`src/rtl/rotator_sequencer.sv`:
```
// Sequencer for the time-multiplexed complex rotator of one radix-2 SDF FFT stage.
// The input stream interleaves a real word and an imag word per complex sample.
// This block tracks the word phase and the sample index within the frame.
// It also drives the rotator sw select.
// It issues the twiddle-ROM address/enable one cycle ahead of use.
// It flags which rotator output words are valid results.
module rotator_sequencer #(
  parameter int N_FFT  = 16,
  parameter int STAGE  = 0,
  parameter int ADDR_W = $clog2(N_FFT) - 1
) (
  input  logic              clk,
  input  logic              rst_n,
  input  logic              in_valid,
  input  logic              in_first,
  output logic              sw,
  output logic              tw_en,
  output logic [ADDR_W-1:0] tw_addr,
  output logic              out_valid,
  output logic              out_is_im,
  output logic              frame_done,
  output logic              err_proto,
  output logic              err_sync
);

  localparam int N_W   = $clog2(N_FFT);
  localparam int BLK_L = N_FFT >> STAGE;

  // Masks and limits for the sample-index arithmetic.
  localparam logic [N_W-1:0] L_MASK = N_W'(BLK_L - 1);
  localparam logic [N_W-1:0] HALF_L = N_W'(BLK_L / 2);
  localparam logic [N_W-1:0] N_LAST = N_W'(N_FFT - 1);

  logic           phase;    // 0: real word expected, 1: imag word expected
  logic [N_W-1:0] n;        // sample index within the frame
  logic           im_pend;  // imag result appears on dout this cycle

  logic           accept_first;
  logic           accept_re;
  logic           accept_im;
  logic [N_W-1:0] n_eff;
  logic [N_W-1:0] j;
  logic [N_W-1:0] rel;
  logic [N_W-1:0] rot;

  // An in_first word always restarts at sample 0 as a real word.
  // This holds even if an imag word was expected.
  assign accept_first = in_valid & in_first;
  assign accept_re    = in_valid & (~phase | in_first);
  assign accept_im    = in_valid & phase & ~in_first;

  assign sw        = phase;
  assign tw_en     = accept_re;
  assign out_valid = accept_im | im_pend;
  assign out_is_im = im_pend;

  // Twiddle index for the sample being started.
  // The first half of each block uses W^0; the second half steps by 2^STAGE.
  // NOTE: every combinationally assigned signal gets a default first so no latch is inferred.
  always_comb begin
    n_eff   = accept_first ? '0 : n;
    j       = n_eff & L_MASK;
    rel     = j - HALF_L;
    rot     = rel << STAGE;
    tw_addr = '0;
    if (j >= HALF_L) begin
      tw_addr = rot[ADDR_W-1:0];
    end
  end

  // Word phase, sample index, result-valid pipeline and sticky error flags.
  // NOTE: state registers use non-blocking assignments so every register samples pre-edge values.
  always_ff @(posedge clk or negedge rst_n) begin
    if (!rst_n) begin
      phase      <= 1'b0;
      n          <= '0;
      im_pend    <= 1'b0;
      frame_done <= 1'b0;
      err_proto  <= 1'b0;
      err_sync   <= 1'b0;
    end else begin
      im_pend    <= accept_im;
      frame_done <= accept_im && (n == N_LAST);
      if (accept_first) begin
        if ((n != '0) || phase) begin
          err_sync <= 1'b1;
        end
        n     <= '0;
        phase <= 1'b1;
      end else if (in_valid) begin
        if (phase) begin
          phase <= 1'b0;
          n     <= n + 1'b1;
        end else begin
          phase <= 1'b1;
        end
      end else if (phase) begin
        // The imag word went missing; drop the sample and expect a real word next.
        err_proto <= 1'b1;
        phase     <= 1'b0;
      end
    end
  end

endmodule

```
`config.mk`:
```
export PLATFORM = sky130hd
export DESIGN_NAME = rotator_sequencer
export DESIGN_NICKNAME = d
export VERILOG_FILES = /design/src/rtl/rotator_sequencer.sv
export SDC_FILE = /design/constraint.sdc
export NUM_CORES = 1
export LEC_CHECK = 0
export BUFFER_PORTS_ARGS = -buffer_cell sky130_fd_sc_hd__clkbuf_2
export CAP_MARGIN = 20
export CORE_MARGIN = 5
export CORE_UTILIZATION = 30
export CTS_BUF_LIST = sky130_fd_sc_hd__clkbuf_4 sky130_fd_sc_hd__clkbuf_8
export DETAILED_ROUTE_END_ITERATION = 12
export HOLD_SLACK_MARGIN = 0.12
export SYNTH_ARGS = -nofsm -noshare
export SYNTH_HDL_FRONTEND = slang
export SYNTH_SLANG_ARGS = --single-unit
```
`constraint.sdc`:
```
create_clock -name clk -period 2.01 [get_ports clk]
set_input_delay 0.3015 -clock clk [delete_from_list [all_inputs] [get_ports clk]]
set_output_delay 0.3015 -clock clk [all_outputs]
set_load 0.02 [all_outputs]
```
==> flow_summary_export.csv, run 1 <==
group,metric,value,unit
grt,grt.overflow.total,0,
grt,antenna_found_initial,0,
logic_synthesis,synth.most_common_cell,"dfrtp_1",
sta,drv_slew,0,
layout,nets,65,
sta,finalSetupViolations,0,
floorplanning,ios,14,
logic_synthesis,syn_area_per_cell,11.0,um2
logic_synthesis,synth_flop_cell,"dfrtp_1",
setup_path,critical_path_class,"reg -> out",
sta,skew,0.000287,ns
power_and_ir_drop,finalPower,0.445,mW
layout,area_growth,26.0,%
sta,tns,0,ns
clock_network,clk_latency,0.26,ns
clock_network,clock-sinks,9,
route,wl_per_cell,11.4,um
setup_path,crit_chain,"and3_4 -> or2_1 -> clkbuf_2",
logic_synthesis,synth_edf_count,0,
logic_synthesis,synth_top_cell_by_area,"dfrtp_1",
grt,grt_max_degree,13,
setup_path,path_max_fanout,12,
clock_network,tritoncts,"yes",
logic_synthesis,syn_nets,47,
clock_network,numCtsBuffers,3,
clock_network,clockBufferDepth,2,
route,drt_iter0_drc,6,
setup_path,critical-path-max-stage-delay,0.49,ns
sta,hold_viol_final,0,
floorplanning,initial_core_util,30.7,%
logic_synthesis,yosys-top-cells-area,"dfrtp_1, ha_1, and3_1",
floorplanning,dieWidth,48.8,um
setup_path,worstPathArrival,1.34,ns
setup_path,slowest_stage,"dfrtp_1",
grt,grt_pass1_vias,354,
logic_synthesis,yosys-top-cells-count,"dfrtp_1, a21oi_1, and3_1, inv_1",
route,drc,0,
route,drtAntennaViolNets,0,
floorplanning,fp.dieH,48.8,um
sta,slew_headroom,78.6,%
placement,port_buffers,13,
logic_synthesis,ys_types,23,
logic_synthesis,ys_seq_elements,9,
logic_synthesis,synth_top_area_share,49.9,%
run_status,status,"complete, no violations",
worst_hold_path,hold_path.class,"in -> reg",
setup_path,required,1.71,ns
layout,drive_gt1_share,37.9,%
logic_synthesis,syn_area,452,um2
grt,grt_pass1_wl,1520,um
grt,grt_usage,8.35,%
sta,min_period,1.64,ns
sta,finalCritPeriodShare,81.6,%
sta,fmax,609,MHz
floorplanning,placementRows,14,
route,via_per_inst,4.95,
power_and_ir_drop,p_leak,0.297,nW
clock_network,path_clk_slew,0.05,ns
power_and_ir_drop,peakVddDrop,0.440,mV
power_and_ir_drop,power.density,781,mW/mm2
layout,insertedDiodeCount,0,
placement,post-dp-hpwl,664,um
route,routed_wl,844,um
setup_path,cp-start-kind,"register",
logic_synthesis,ys_seq_area_share,49.9,%
sta,worst_slew_pin_slew,0.320,ns
floorplanning,dieArea,0.00238,mm2
clock_network,cts-resized-gates,0,
logic_synthesis,ys_warn_count,0,
logic_synthesis,synthCells,41,
clock_network,cts_root_buffer,"clkbuf_4",
route,routed-via-count,366,
route,drt-pass1-iter-count,5,
setup_path,cp-end-kind,"primary output",
logic_synthesis,async_flop_share,100,%
clock_network,h-tree-depth,1,
sta,grt_setup_unrepaired,"no",
job,cap_violations,0,
placement,gp_congestion,0.701,
floorplanning,core-area,0.00147,mm2
## power breakdown
group,internal (mW),switching (mW),total [mW]
combinational,0.0351,0.0374,0.0725
sequential,0.197,0.0277,0.225
clock,0.0896,0.0575,0.147
total,0.322,0.123,0.445
## worst paths after layout
kind | slack [ns] | depth (start not counted) | to | startpoint
setup reg to reg | 0.75 | 5 | n[1]$_DFFE_PN0P_ | n[0]$_DFFE_PN0P_
min in group asynchronous | 0.43 | 2 | n[3]$_DFFE_PN0P_ | rst_n
max in group asynchronous | 1.40 | 2 | err_sync$_DFFE_PN0P_ | rst_n
hold / removal | 0.28 | 2 | n[2]$_DFFE_PN0P_ | in_first
hold reg to reg | 0.46 | 1 | err_proto$_DFFE_PN0P_ | err_proto$_DFFE_PN0P_
setup / recovery | 0.37 | 3 | out_valid | sw$_DFF_PN0_
## flip-flops by register name (all words and copies together) (netlist names)
register,flops
sw,1
n,4
frame_done,1
err_sync,1
out_is_im,1
err_proto,1
## placed cells by master, fill, tap and decap left out
| cell type | count |
|---|---|
| ha_1 | 2 |
| and3_4 | 1 |
| o21bai_1 | 1 |
| dfrtp_1 | 9 |
| clkbuf_4 | 4 |
| nor2b_1 | 1 |
| mux2i_1 | 1 |
| and3_1 | 3 |
| or2_1 | 1 |
| clkbuf_2 | 13 |
| inv_2 | 1 |
| a21oi_1 | 3 |
| a22o_2 | 1 |
| dlygate4sd3_1 | 1 |
| mux2_2 | 1 |
| and4b_1 | 1 |
| a21o_1 | 1 |
| and4_2 | 1 |
| inv_1 | 3 |
| nor4b_1 | 1 |
| o2bb2ai_1 | 2 |
| nand4_1 | 1 |
| nand2_1 | 2 |
| o21ai_0 | 2 |
| nand3_1 | 1 |
## metal layers
| layer | share of wire (%) | global-route usage (%) | routed length [um] |
|---|---|---|---|
| met1 | 49 | 10.4 | 413 |
| met2 | 39 | 11.1 | 331 |
| met3 | 9.7 | 4.28 | 82 |
| met4 | 2.0 | 5.38 | 17 |
| met5 | 0 | 0 | 0 |
## critical path, delay by kind of cell, from the launching register on
family	cells	cell delay [ns]
buffers and inverters	1	0.15
flip-flops	1	0.49
AND/OR/NAND/NOR	2	0.44
## stage by stage
step	cells	hold slack, ns	area, um2	utilization, %	worst slack, ns
2_1_floorplan	41	0.00591	452	-	0.703
3_3_place_gp	69	0.173	529	36.0	0.668
3_5_place_dp	69	0.173	529	36.0	0.653
4_1_cts	74	0.274	569	38.7	0.364
5_1_grt	74	0.281	569	38.7	0.288
6_report	74	0.282	569	38.7	0.369
## area by class of cell
cell class,count,area [um2]
fill,150,902
clock buffer,4,30.0
multi-input combinational,27,204
timing repair buffer,14,75.1
tap,16,20.0
sequential,9,225
inverter,4,15.0
## logic make-up (layout without fill, tap and decap cells)
kind of cell / Yosys count / in the layout / synth area share (%)
flops: 9 / 9 / 49.9
fa+ha+maj: 2 / 2 / 5.54
compound gates: 10 / 10 / 15.0
buf+inv: 5 / 22 / 4.99
simple gates: 13 / 13 / 19.9
mux: 2 / 2 / 4.71
## what timing repair did
action,CTS,global route
hold endpoints to repair,9,0
setup endpoints to repair,0,0
buffers inserted,0,0
hold buffers,1,0
Note: power is estimated with default switching activity, not from simulation.
==> inputs of run 2 (changes only) <==
Settings changed: ABC_AREA set to 1.
Clock period 2.01 ns to 1.4 ns, I/O delays scaled along.
==> run 2 against run 1 <==
  * The run now ends with negative setup slack left
  * Global-route usage is 1.7 points higher
  * Clock power rose by 58%
  * Clock skew is 0.0013 ns higher
  * Die area is 0.23% higher
  * Combinational power rose by 66%
  * Worst hold slack got worse by 0.061 ns
  * Register-to-register slack worse by 0.39 ns
  * Final cell count up 20%
  * Power grew 43%
  * Synthesized cell count grew 24%
==> flow_summary_export.csv, run 2 <==
group,metric,value,unit
run_status,status,"finished with violations",
run_status,violations,"negative setup slack",
setup_path,cp.buffers_inverters,1,
sta,hold_viol_final,0,
sta,tns,-0.0240,ns
clock_network,path_clk_slew,0.07,ns
sta,drv_slew,0,
grt,grt.overflow.total,0,
layout,area_growth,41.7,%
setup_path,critical-path-max-stage-delay,0.43,ns
layout,nets,80,
logic_synthesis,ys_types,16,
placement,postPlaceCellArea,546,um2
power_and_ir_drop,power.density,989,mW/mm2
placement,post-dp-hpwl,715,um
sta,finalCritPeriodShare,102,%
logic_synthesis,syn_area,453,um2
route,routed_wl,1060,um
placement,placedCellCount,81,
placement,port_buffers,13,
logic_synthesis,syn_nets,57,
setup_path,required,1.19,ns
sta,fin_hold_ws,0.221,ns
setup_path,crit_chain,"nand2_4 -> nor2_8 -> or2_4 -> buf_8",
route,drtAntennaViolNets,0,
placement,gp_congestion,0.812,
sta,skew,0.00157,ns
logic_synthesis,synth_flop_cell,"dfrtp_1",
sta,finalSetupViolations,1,
route,drt-pass1-iter-count,2,
setup_path,path_delay_family,"flip-flops",
logic_synthesis,yosys-top-cells-area,"dfrtp_1, nand2_1, inv_1",
setup_path,cp-end-kind,"primary output",
floorplanning,dieArea,0.00239,mm2
route,via_per_inst,4.43,
grt,grt_pass1_wl,1830,um
route,wl_per_cell,11.9,um
setup_path,cp-start-kind,"register",
logic_synthesis,synth_top_cell_by_area,"dfrtp_1",
floorplanning,initial_core_util,30.8,%
grt,grt_pass1_vias,417,
layout,stdcell_area,642,um2
setup_path,critical_path_class,"reg -> out",
grt,grt_max_degree,10,
layout,largest_reg_flops,4,
grt,grt_usage,10.1,%
clock_network,tritoncts,"yes",
setup_path,worstPathArrival,1.21,ns
sta,fin_ws,-0.0240,ns
setup_path,path_max_fanout,2,
logic_synthesis,synth_edf_count,0,
floorplanning,core-area,0.00147,mm2
setup_path,slowest_stage,"dfrtp_1",
layout,insertedDiodeCount,0,
logic_synthesis,synth_top_area_share,49.7,%
sta,grt_setup_unrepaired,"yes",
layout,regMostFlops,"n",
floorplanning,ios,14,
route,routed-via-count,394,
sta,fmax,702,MHz
power_and_ir_drop,peakVddDrop,0.456,mV
clock_network,numCtsBuffers,3,
sta,slew_headroom,84.4,%
clock_network,clock-sinks,9,
logic_synthesis,async_flop_share,100,%
sta,worst_slew_pin_slew,0.235,ns
sta,min_period,1.42,ns
power_and_ir_drop,p_leak,0.341,nW
grt,antenna_found_initial,0,
logic_synthesis,yosys-top-cells-count,"nand2_1, dfrtp_1, inv_1",
logic_synthesis,synthCells,51,
logic_synthesis,ys_seq_area_share,49.7,%
clock_network,clockBufferDepth,2,
logic_synthesis,syn_area_per_cell,8.88,um2
layout,drive_gt1_share,41.1,%
logic_synthesis,ys_seq_elements,9,
logic_synthesis,synth.most_common_cell,"nand2_1",
worst_hold_path,hold_path.class,"in -> reg",
layout,layout_common_cells,"nand2_1, clkbuf_2, dfrtp_1",
floorplanning,dieWidth,48.9,um
clock_network,cts_root_buffer,"clkbuf_4",
clock_network,clk_latency,0.27,ns
floorplanning,placementRows,14,
floorplanning,fp.dieH,48.9,um
logic_synthesis,ys_warn_count,0,
layout,stdcell_count,89,
job,cap_violations,0,
route,drt_iter0_drc,7,
route,drc,0,
clock_network,h-tree-depth,1,
[run 2: cell types whose count changed after synthesis, moves of 2 or more]
cell / delta
a21oi_1: -3
and3_1: -3
inv_1: +5
nor2_1: +4
o2bb2ai_1: -2
nand3_1: +2
nand2_1: +11
[run 2: cell type report]
class,count,area [um2]
flip-flops and latches,9,226
repair buffers,18,128
fillers,148,830
inverters,8,32.5
multi-input cells,34,205
well taps,16,20.0
clock buffers,4,30.0
[run 2: repair_timing]
item                                   in CTS  in global routing
setup endpoints to repair                   1                  5
setup buffers                               3                  0
endpoints found under the hold margin       9                  0
resized for setup                           6                  6
pin swaps                                   2                  1
hold buffers                                1                  0
[run 2: per-layer routing]
metal	up-vias	wire length (um)	track usage [%]
li1	205	-	-
met1	174	410	10.9
met2	11	554	15.9
met3	4	66	3.06
met4	0	31	8.07
met5	-	0	0
[run 2: logic make-up after synthesis]
group                    after synthesis  synth area share, %
AO/OA/AOI/OAI                          4                 4.97
adder cells (fa/ha/maj)                2                 5.52
buffers and inverters                  8                 6.63
flip-flops                             9                 49.7
AND/OR/NAND/NOR                       28                 33.1
[run 2: worst paths after layout]
path | startpoint | to | slack [ns] | depth (start not counted)
max | sw$_DFF_PN0_ | out_valid | -0.02 | 4
min | in_valid | err_proto$_DFFE_PN0P_ | 0.22 | 2
max reg2reg | sw$_DFF_PN0_ | n[2]$_DFFE_PN0P_ | 0.36 | 5
min reg2reg | err_sync$_DFFE_PN0P_ | err_sync$_DFFE_PN0P_ | 0.46 | 2
max in group asynchronous | rst_n | n[3]$_DFFE_PN0P_ | 0.85 | 2
min in group asynchronous | rst_n | err_sync$_DFFE_PN0P_ | 0.34 | 2
[run 2: worst register-to-register path, stage by stage, from the launching register on]
cell and delay (ns):
dfrtp_1 0.43, nand2_4 0.09, buf_4 0.15, o21ai_1 0.13, nand2_1 0.06, nor2_1 0.10
[run 2: report_power, final]
| part | switching (mW) | internal [mW] | total, mW |
|---|---|---|---|
| Clock | 0.102 | 0.130 | 0.232 |
| Sequential | 0.0117 | 0.271 | 0.283 |
| Combinational | 0.0674 | 0.0527 | 0.120 |
| Total | 0.181 | 0.454 | 0.635 |
[run 2: through the flow]
stage,power (mW),utilization [%],setup slack (ns)
after floorplan,0.340,-,0.204
after global placement,0.374,37.1,0.208
after detailed placement,0.375,37.1,0.195
after CTS,0.632,42.7,0.00581
after global routing,0.676,43.6,-0.0530
final,0.635,43.6,-0.0240
